[config.mk]
export PLATFORM = sky130hd
export DESIGN_NAME = cv32e40p_instr_obi_responder
export DESIGN_NICKNAME = d
export VERILOG_FILES = /design/src/rtl/cv32e40p_instr_obi_responder.sv
export SDC_FILE = /design/constraint.sdc
export NUM_CORES = 1
export LEC_CHECK = 0
export CAP_MARGIN = 20
export CORE_MARGIN = 3
export CORE_UTILIZATION = 35
export DETAILED_ROUTE_END_ITERATION = 16
export GPL_ROUTABILITY_DRIVEN = 1
export HOLD_SLACK_MARGIN = 0.03
export REMOVE_ABC_BUFFERS = 1
export SLEW_MARGIN = 10
export SYNTH_ARGS = -nofsm -noshare
export SYNTH_HDL_FRONTEND = slang
export SYNTH_SLANG_ARGS = --single-unit
[constraint.sdc]
create_clock -name clk -period 7.25 [get_ports clk]
set_input_delay 1.45 -clock clk [delete_from_list [all_inputs] [get_ports clk]]
set_output_delay 1.45 -clock clk [all_outputs]
set_load 0.005 [all_outputs]
[src/rtl/cv32e40p_instr_obi_responder.sv]
// -----------------------------------------------------------------------------
// cv32e40p_instr_obi_responder
//
// OBI instruction-side responder backed by a synchronous single-port memory.
// Accepts word fetches from the core, reads the backing memory (one-cycle read
// latency), and returns responses strictly in grant order. Out-of-range word
// addresses produce an error response with zero data, timed like a normal read.
// A DEPTH-entry response FIFO absorbs responses while the initiator-side
// response is throttled by resp_stall_i. When the FIFO is empty, a fresh read
// bypasses straight to the outputs one cycle after its grant.
//
// Ports
//   clk, rst         : clock, synchronous active-high reset
//   instr_req_i      : OBI A-channel request
//   instr_addr_i     : request byte address, bits [1:0] ignored
//   instr_gnt_o      : OBI grant (combinational)
//   instr_rvalid_o   : OBI R-channel valid (initiator always ready)
//   instr_rdata_o    : response data, zero when rvalid is low
//   instr_err_o      : response error, zero when rvalid is low
//   gnt_stall_i      : forces grant low
//   resp_stall_i     : holds back rvalid for the current cycle
//   mem_req_o        : memory read strobe
//   mem_addr_o       : memory word index
//   mem_rdata_i      : memory read data, valid one cycle after mem_req_o
// -----------------------------------------------------------------------------
module cv32e40p_instr_obi_responder #(
  parameter int unsigned DEPTH     = 4,
  parameter int unsigned MEM_WORDS = 1024
) (
  input  logic                         clk,
  input  logic                         rst,
  input  logic                         instr_req_i,
  input  logic [31:0]                  instr_addr_i,
  output logic                         instr_gnt_o,
  output logic                         instr_rvalid_o,
  output logic [31:0]                  instr_rdata_o,
  output logic                         instr_err_o,
  input  logic                         gnt_stall_i,
  input  logic                         resp_stall_i,
  output logic                         mem_req_o,
  output logic [$clog2(MEM_WORDS)-1:0] mem_addr_o,
  input  logic [31:0]                  mem_rdata_i
);

  localparam int unsigned CW = $clog2(DEPTH) + 1;
  localparam int unsigned PW = $clog2(DEPTH);
  localparam int unsigned AW = $clog2(MEM_WORDS);

  // Outstanding-transaction counter
  logic [CW-1:0] cnt_q, cnt_d;

  // In-flight stage: a read issued last cycle whose data is on mem_rdata_i now
  logic          pend_q, pend_d;
  logic          err_q, err_d;

  // FIFO pointers stored as {wrap, index}
  logic [PW:0]   wr_ptr_q, wr_ptr_d;
  logic [PW:0]   rd_ptr_q, rd_ptr_d;
  logic [32:0]   fifo_q [DEPTH];

  logic          accept_s;
  logic          in_range_s;
  logic [29:0]   word_s;
  logic          fifo_empty_s;
  logic          fifo_full_s;
  logic          push_s;
  logic          pop_s;
  logic [32:0]   resp_word_s;
  logic          unused_addr_s;

  // Advance a {wrap, index} pointer; handles DEPTH that is not a power of two.
  function automatic logic [PW:0] ptr_inc(input logic [PW:0] p);
    logic [PW:0] r;
    if (p[PW-1:0] == PW'(DEPTH - 1)) begin
      r = {~p[PW], {PW{1'b0}}};
    end else begin
      r = {p[PW], p[PW-1:0] + PW'(1)};
    end
    return r;
  endfunction

  assign unused_addr_s = ^instr_addr_i[1:0];
  assign word_s        = instr_addr_i[31:2];

  // Request side: grant, address decode and memory strobe.
  always_comb begin
    instr_gnt_o = instr_req_i && !gnt_stall_i && !rst && (cnt_q < CW'(DEPTH));
    accept_s    = instr_gnt_o;
    in_range_s  = ({2'b00, word_s} < 32'(MEM_WORDS));
    mem_req_o   = accept_s && in_range_s;
    mem_addr_o  = word_s[AW-1:0];
  end

  // FIFO occupancy flags.
  always_comb begin
    fifo_empty_s = (wr_ptr_q == rd_ptr_q);
    fifo_full_s  = (wr_ptr_q[PW-1:0] == rd_ptr_q[PW-1:0]) && (wr_ptr_q[PW] != rd_ptr_q[PW]);
  end

  // Error responses carry zero data regardless of what the memory bus holds.
  always_comb begin
    resp_word_s = {err_q, (err_q ? 32'h0000_0000 : mem_rdata_i)};
  end

  // Response selection: FIFO head first, else in-flight bypass, else park it.
  always_comb begin
    push_s         = 1'b0;
    pop_s          = 1'b0;
    instr_rvalid_o = 1'b0;
    instr_rdata_o  = 32'h0000_0000;
    instr_err_o    = 1'b0;
    if (rst) begin
      push_s = 1'b0;
    end else if (!resp_stall_i) begin
      if (!fifo_empty_s) begin
        instr_rvalid_o = 1'b1;
        instr_err_o    = fifo_q[rd_ptr_q[PW-1:0]][32];
        instr_rdata_o  = fifo_q[rd_ptr_q[PW-1:0]][31:0];
        pop_s          = 1'b1;
        push_s         = pend_q;
      end else if (pend_q) begin
        instr_rvalid_o = 1'b1;
        instr_err_o    = resp_word_s[32];
        instr_rdata_o  = resp_word_s[31:0];
      end else begin
        instr_rvalid_o = 1'b0;
      end
    end else begin
      push_s = pend_q;
    end
  end

  // Next-state for counter, in-flight stage and pointers.
  always_comb begin
    case ({accept_s, instr_rvalid_o})
      2'b10:   cnt_d = cnt_q + CW'(1);
      2'b01:   cnt_d = cnt_q - CW'(1);
      default: cnt_d = cnt_q;
    endcase
    pend_d   = accept_s;
    err_d    = accept_s && !in_range_s;
    wr_ptr_d = push_s ? ptr_inc(wr_ptr_q) : wr_ptr_q;
    rd_ptr_d = pop_s  ? ptr_inc(rd_ptr_q) : rd_ptr_q;
  end

  // Control state registers; reset discards everything in flight or queued.
  always_ff @(posedge clk) begin
    if (rst) begin
      cnt_q    <= '0;
      pend_q   <= 1'b0;
      err_q    <= 1'b0;
      wr_ptr_q <= '0;
      rd_ptr_q <= '0;
    end else begin
      cnt_q    <= cnt_d;
      pend_q   <= pend_d;
      err_q    <= err_d;
      wr_ptr_q <= wr_ptr_d;
      rd_ptr_q <= rd_ptr_d;
    end
  end

  // FIFO storage; contents are only meaningful between the pointers.
  always_ff @(posedge clk) begin
    if (push_s) begin
      fifo_q[wr_ptr_q[PW-1:0]] <= resp_word_s;
    end
  end

  cv32e40p_instr_obi_responder_chk #(
    .CW (CW)
  ) u_chk (
    .clk     (clk),
    .rst     (rst),
    .push_i  (push_s),
    .full_i  (fifo_full_s),
    .cnt_i   (cnt_q),
    .depth_i (CW'(DEPTH))
  );

endmodule

// -----------------------------------------------------------------------------
// cv32e40p_instr_obi_responder_chk
//
// Invariant checks for the responder: the FIFO is never written while full and
// the outstanding count never exceeds DEPTH.
//
// Ports
//   clk, rst : clock, synchronous active-high reset
//   push_i   : FIFO write strobe
//   full_i   : FIFO full flag
//   cnt_i    : outstanding-transaction count
//   depth_i  : configured DEPTH
// -----------------------------------------------------------------------------
module cv32e40p_instr_obi_responder_chk #(
  parameter int unsigned CW = 3
) (
  input logic          clk,
  input logic          rst,
  input logic          push_i,
  input logic          full_i,
  input logic [CW-1:0] cnt_i,
  input logic [CW-1:0] depth_i
);

  a_no_overflow: assert property (@(posedge clk) disable iff (rst) !(push_i && full_i));

  a_cnt_bound: assert property (@(posedge clk) disable iff (rst) cnt_i <= depth_i);

endmodule

### Yosys cells after proc, flatten, opt, wreduce, memory -nomap -nowiden

Memories as Yosys holds them, arrays and structs flattened. A register that Yosys moved wholly into a read port is not among the register bits.
Index checks and enable logic that the tools add are counted.

| storage, ports and cells | value |
|---|---|
| register bits | 11 |
| bits in writable memories | 132 |
| logic and storage cells | 58 |
| memories kept | 1 |

| cells by class | value |
|---|---|
| equal/unequal tests | 5 |
| reductions and logical operators | 11 |
| multiplexer cells | 26 |
| order comparisons | 2 |
| bitwise operators | 2 |
| $add $sub $neg | 4 |

Memories:

| name | depth | width | read ports | clocked after Yosys merged registers in | wr ports | RTL line | text |
|---|---|---|---|---|---|---|---|
| fifo_q | 4 | 33 | 1 | 1 | 1 | 59 | `logic [32:0] fifo_q [DEPTH];` |

Operators with widths:

| operator | count |
|---|---|
| $mux W32 | 5 |
| $lt A30 B11 Y1 const B | 1 |
| $mux W1 | 16 |
| $mux W2 | 4 |
| $eq A2 B2 Y1 const B | 3 |
| $pmux W3 S2 | 1 |
| $logic_and A1 B1 Y1 | 5 |
| $add A2 B1 Y2 const B | 2 |
| $reduce_and A2 Y1 | 2 |
| $add A3 B1 Y3 const B | 1 |
| $eq A3 B3 Y1 | 1 |
| $logic_not A1 Y1 | 3 |
| $lt A3 B3 Y1 const B | 1 |
| $sub A3 B1 Y3 const B | 1 |
| $eq A2 B1 Y1 const B | 1 |
| $not A1 Y1 | 2 |
| $reduce_bool A2 Y1 | 1 |

### Logic depth before layout (Yosys ltp)

| logic depth | value |
|---|---|
| word-level depth | 6 |
| depth in mapped cells | 9 |
| depth with buffers taken out | 9 |

### Worst setup path before layout

Ideal clock, no wire load.

| path | value |
|---|---|
| path type | in2reg |
| start | in resp_stall_i |
| end | mem fifo_q[3][0], enable pin |
| slack | 1.767 ns |
| stages on the path | 3 |
| required time | 6.743 ns |
| path buffers | 1 |
| setup time | 0.507 ns |
| arrival | 4.976 ns |
| cell sequence | buf_2 nor4_1 nor4bb_1 |

| on the way | value |
|---|---|
| cells in the longest elaborated chain, start to end | 4 |

Ends and longest elaborated chain:

| element | RTL line | text |
|---|---|---|
| start, declared | 39 | `input logic resp_stall_i,` |
| $mux W1 | 114 | `end else if (!resp_stall_i) begin` |
| $mux W1 | 112 | `if (rst) begin` |
| $mux W1 | 165 | `if (push_s) begin` |
| $mux W1 (not written as such) | 166 | `fifo_q[wr_ptr_q[PW-1:0]] <= resp_word_s;` |
| end, declared | 59 |  |

No other way between the ends.

### Final worst setup path

| path | value |
|---|---|
| start | in resp_stall_i |
| end | out instr_rdata_o[15] |

| on the way | value |
|---|---|
| cells in the longest elaborated chain, start to end | 2 |

Ends and longest elaborated chain:

| element | RTL line | text |
|---|---|---|
| $mux W32 | 114 |  |
| $mux W32 | 112 |  |
| end, declared | 36 | `output logic [31:0] instr_rdata_o,` |

No other way between the ends.

==> flow_summary.json <==
{
  "status": "complete, no violations",
  "finalSetupViolCount": 0,
  "hold-path-cell-count": 2,
  "worst_pin_slew_ns": 0.985,
  "rows": 50,
  "htreeDepth": 4,
  "grt_pass1_wl_um": 25700,
  "worst_slack_ns": 1.40,
  "start_kind": "primary input",
  "place_area_mm2": 0.00792,
  "critPathRequiredTime_ns": 5.80,
  "wl_per_cell_um": 20.5,
  "endpoint_kind": "primary output",
  "synthFlopType": "edfxtp_1",
  "finalCoreUtilization": 0.458,
  "syn_area_per_cell_um2": 14.5,
  "drive_gt1_frac": 0.111,
  "postCtsSetupRepairBufs": 0,
  "drtIter0Drc": 336,
  "die_x_um": 145,
  "r2r_start": "wr_ptr_q[1]",
  "worst_r2r_endpoint": "cnt_q[2]",
  "synth_edf_count": 132,
  "grt_overflow": 0,
  "core_mm2": 0.0188,
  "critical_path_class": "in -> out",
  "power_w": 0.00225,
  "ir_worst_vdd_mv": 0.159,
  "vias_per_cell": 5.41,
  "slew-limit-headroom": 0.338,
  "fin_tns_setup_ns": 0,
  "synth_seq_area_share": 0.627,
  "p_clk_frac": 0.377,
  "path_cells": "clkdlybuf4s50_1, or2_1, buf_4, o22a_1, a211oi_1, clkdlybuf4s50_1",
  "cp.arrival_ns": 4.40,
  "hp-class": "reg -> reg",
  "netlist_top_cells_area": "edfxtp_1, mux2i_1, a2111oi_0",
  "hold_viol_final": 0,
  "pre_cts_ws_ns": 1.25,
  "yosysTopAreaCellShare": 0.589,
  "vias": 4416,
  "synth_area_leader_cell": "edfxtp_1",
  "yosysMostFrequentCell": "edfxtp_1",
  "cpPeakStageDelay_ns": 0.64,
  "rr_worst_depth": 9,
  "min_period_over_period": 0.807,
  "grt_pass1_vias": 4612,
  "cts_resized": 0,
  "synth_cell_types": 41,
  "clock_path_buffers": 2,
  "slowest_stage": "or2_1",
  "cts_sinks": 145,
  "p_comb_frac": 0.204,
  "whs_endpoint": "cnt_q[2]",
  "fin_skew_ns": 0.00930,
  "p_per_area_mw_per_mm2": 262,
  "fin_crit_ns": 5.85,
  "die_height_um": 145,
  "portBuffers": 92,
  "hpwl_um": 9460,
  "wl_um": 16800,
  "antenna_found_initial": 0,
  "cts_root_buf": "clkbuf_16",
  "cts_buffers": 17,
  "rsz0062_at_grt": "no",
  "place.gp.congestion": 0.753,
  "ys_ff_latch": 145,
  "grt_max_degree": 66,
  "cpMostUsedCell": "clkdlybuf4s50_1",
  "internal_power_w": 0.00167,
  "switching_share": 0.260,
  "syn_to_final_growth_pct": 28.0,
  "syn_area_mm2": 0.00674,
  "insertedDiodeCount": 0,
  "io-pin-count": 115,
  "power_switching_w": 0.000587,
  "p_leak_nw": 2.63,
  "cap_violations": 0,
  "rrSetupSlack_ns": 4.09,
  "die_area_mm2": 0.0209,
  "layout.nets": 620,
  "fin_area_mm2": 0.00862,
  "grt_use_total": 0.163,
  "first_pass_iters": 5,
  "min_from": "cnt_q[2]",
  "start_util": 0.358,
  "yosys_warnings": 0,
  "seq_power_share": 0.419,
  "crit_fanout": 17,
  "ys_async_sr_fraction": 0,
  "drc": 0,
  "cts_hold_buffers": 0,
  "slew_viol_final": 0,
  "clkTransAtPathRegs_ns": 0.06,
  "insertion_delay_ns": 0.41,
  "fmax_mhz": 171,
  "tritoncts": "built",
  "synthTopCellsByCount": "edfxtp_1, mux2i_1, nor2b_1",
  "detail-route-antenna-nets": 0,
  "synth_cells": 466
}
how the worst max path moves through the flow:
stage	endpoint	cells after the start	from
2_1_floorplan	fifo_q[0][0]	2	resp_stall_i
3_3_place_gp	instr_rdata_o[18]	6	resp_stall_i
3_5_place_dp	instr_rdata_o[18]	6	resp_stall_i
4_1_cts	instr_rdata_o[18]	6	resp_stall_i
5_1_grt	instr_rdata_o[15]	6	resp_stall_i
6_report	instr_rdata_o[15]	6	resp_stall_i
routing by layer:
metal / wire [µm] / GRT usage
met3: 1290 / 0.0427
met5: 0 / 0
met2: 8150 / 0.267
met1: 7120 / 0.214
met4: 212 / 0.0471
sequential cells by signal (all words and copies together) (netlist names), named ones only:
| signal | count |
|---|---|
| fifo_q | 132 |
| rd_ptr_q | 3 |
| pend_q | 1 |
| wr_ptr_q | 3 |
| err_q | 1 |
| cnt_q | 3 |
cell usage in the layout (no fill, tap or decap), types with 6 or more instances in the layout:
cell type / instances
edfxtp_1: 132
clkdlybuf4s50_1: 91
mux2i_1: 66
nor2b_1: 34
o22a_1: 32
a2111oi_0: 32
a211oi_1: 32
clkbuf_16: 21
dfxtp_1: 12
buf_4: 11
inv_1: 10
nand2_1: 7
nor2_1: 6
ha_1: 6
critical path: cells and delay by family:
family,cells,cell delay [ns]
simple gates,1,0.64
compound gates,2,0.69
buf+inv,3,1.59
logic make-up (layout without fill, tap and decap cells):
logic type               count (synthesis)  after routing  synth area share
adder cells (fa/ha/maj)                  7              7            0.0141
multiplexers                            70             70             0.106
XOR/XNOR                                 8              8            0.0137
AND/OR/NAND/NOR                         69             69            0.0609
flip-flops                             145            145             0.627
buffers and inverters                   58            149            0.0433
AO/OA/AOI/OAI                          109            109             0.134
area by class of cell:
class                           instances  area [µm²]
Clock buffer                           22         529
Inverter                               10        37.5
Timing Repair Buffer                  107        1100
Multi-Input combinational cell        263        2330
Tap cell                              260         325
Fill cell                            1673       10200
Sequential cell                       145        4230
Clock inverter                         10        70.1
power groups by stage:
stage	Clock (W)	Combinational [W]	Sequential, W
2_1_floorplan	0	0.000212	0.000963
3_3_place_gp	0	0.000431	0.000968
3_5_place_dp	0	0.000437	0.000969
4_1_cts	0.000863	0.000440	0.000951
5_1_grt	0.000904	0.000495	0.000947
6_report	0.000850	0.000460	0.000945
metrics by stage:
stage	instances	hold WS [ns]
2_1_floorplan	418	0.452
3_3_place_gp	781	0.473
3_5_place_dp	781	0.484
4_1_cts	813	0.499
5_1_grt	817	0.551
6_report	817	0.495
(Power assumes the default switching activity.)
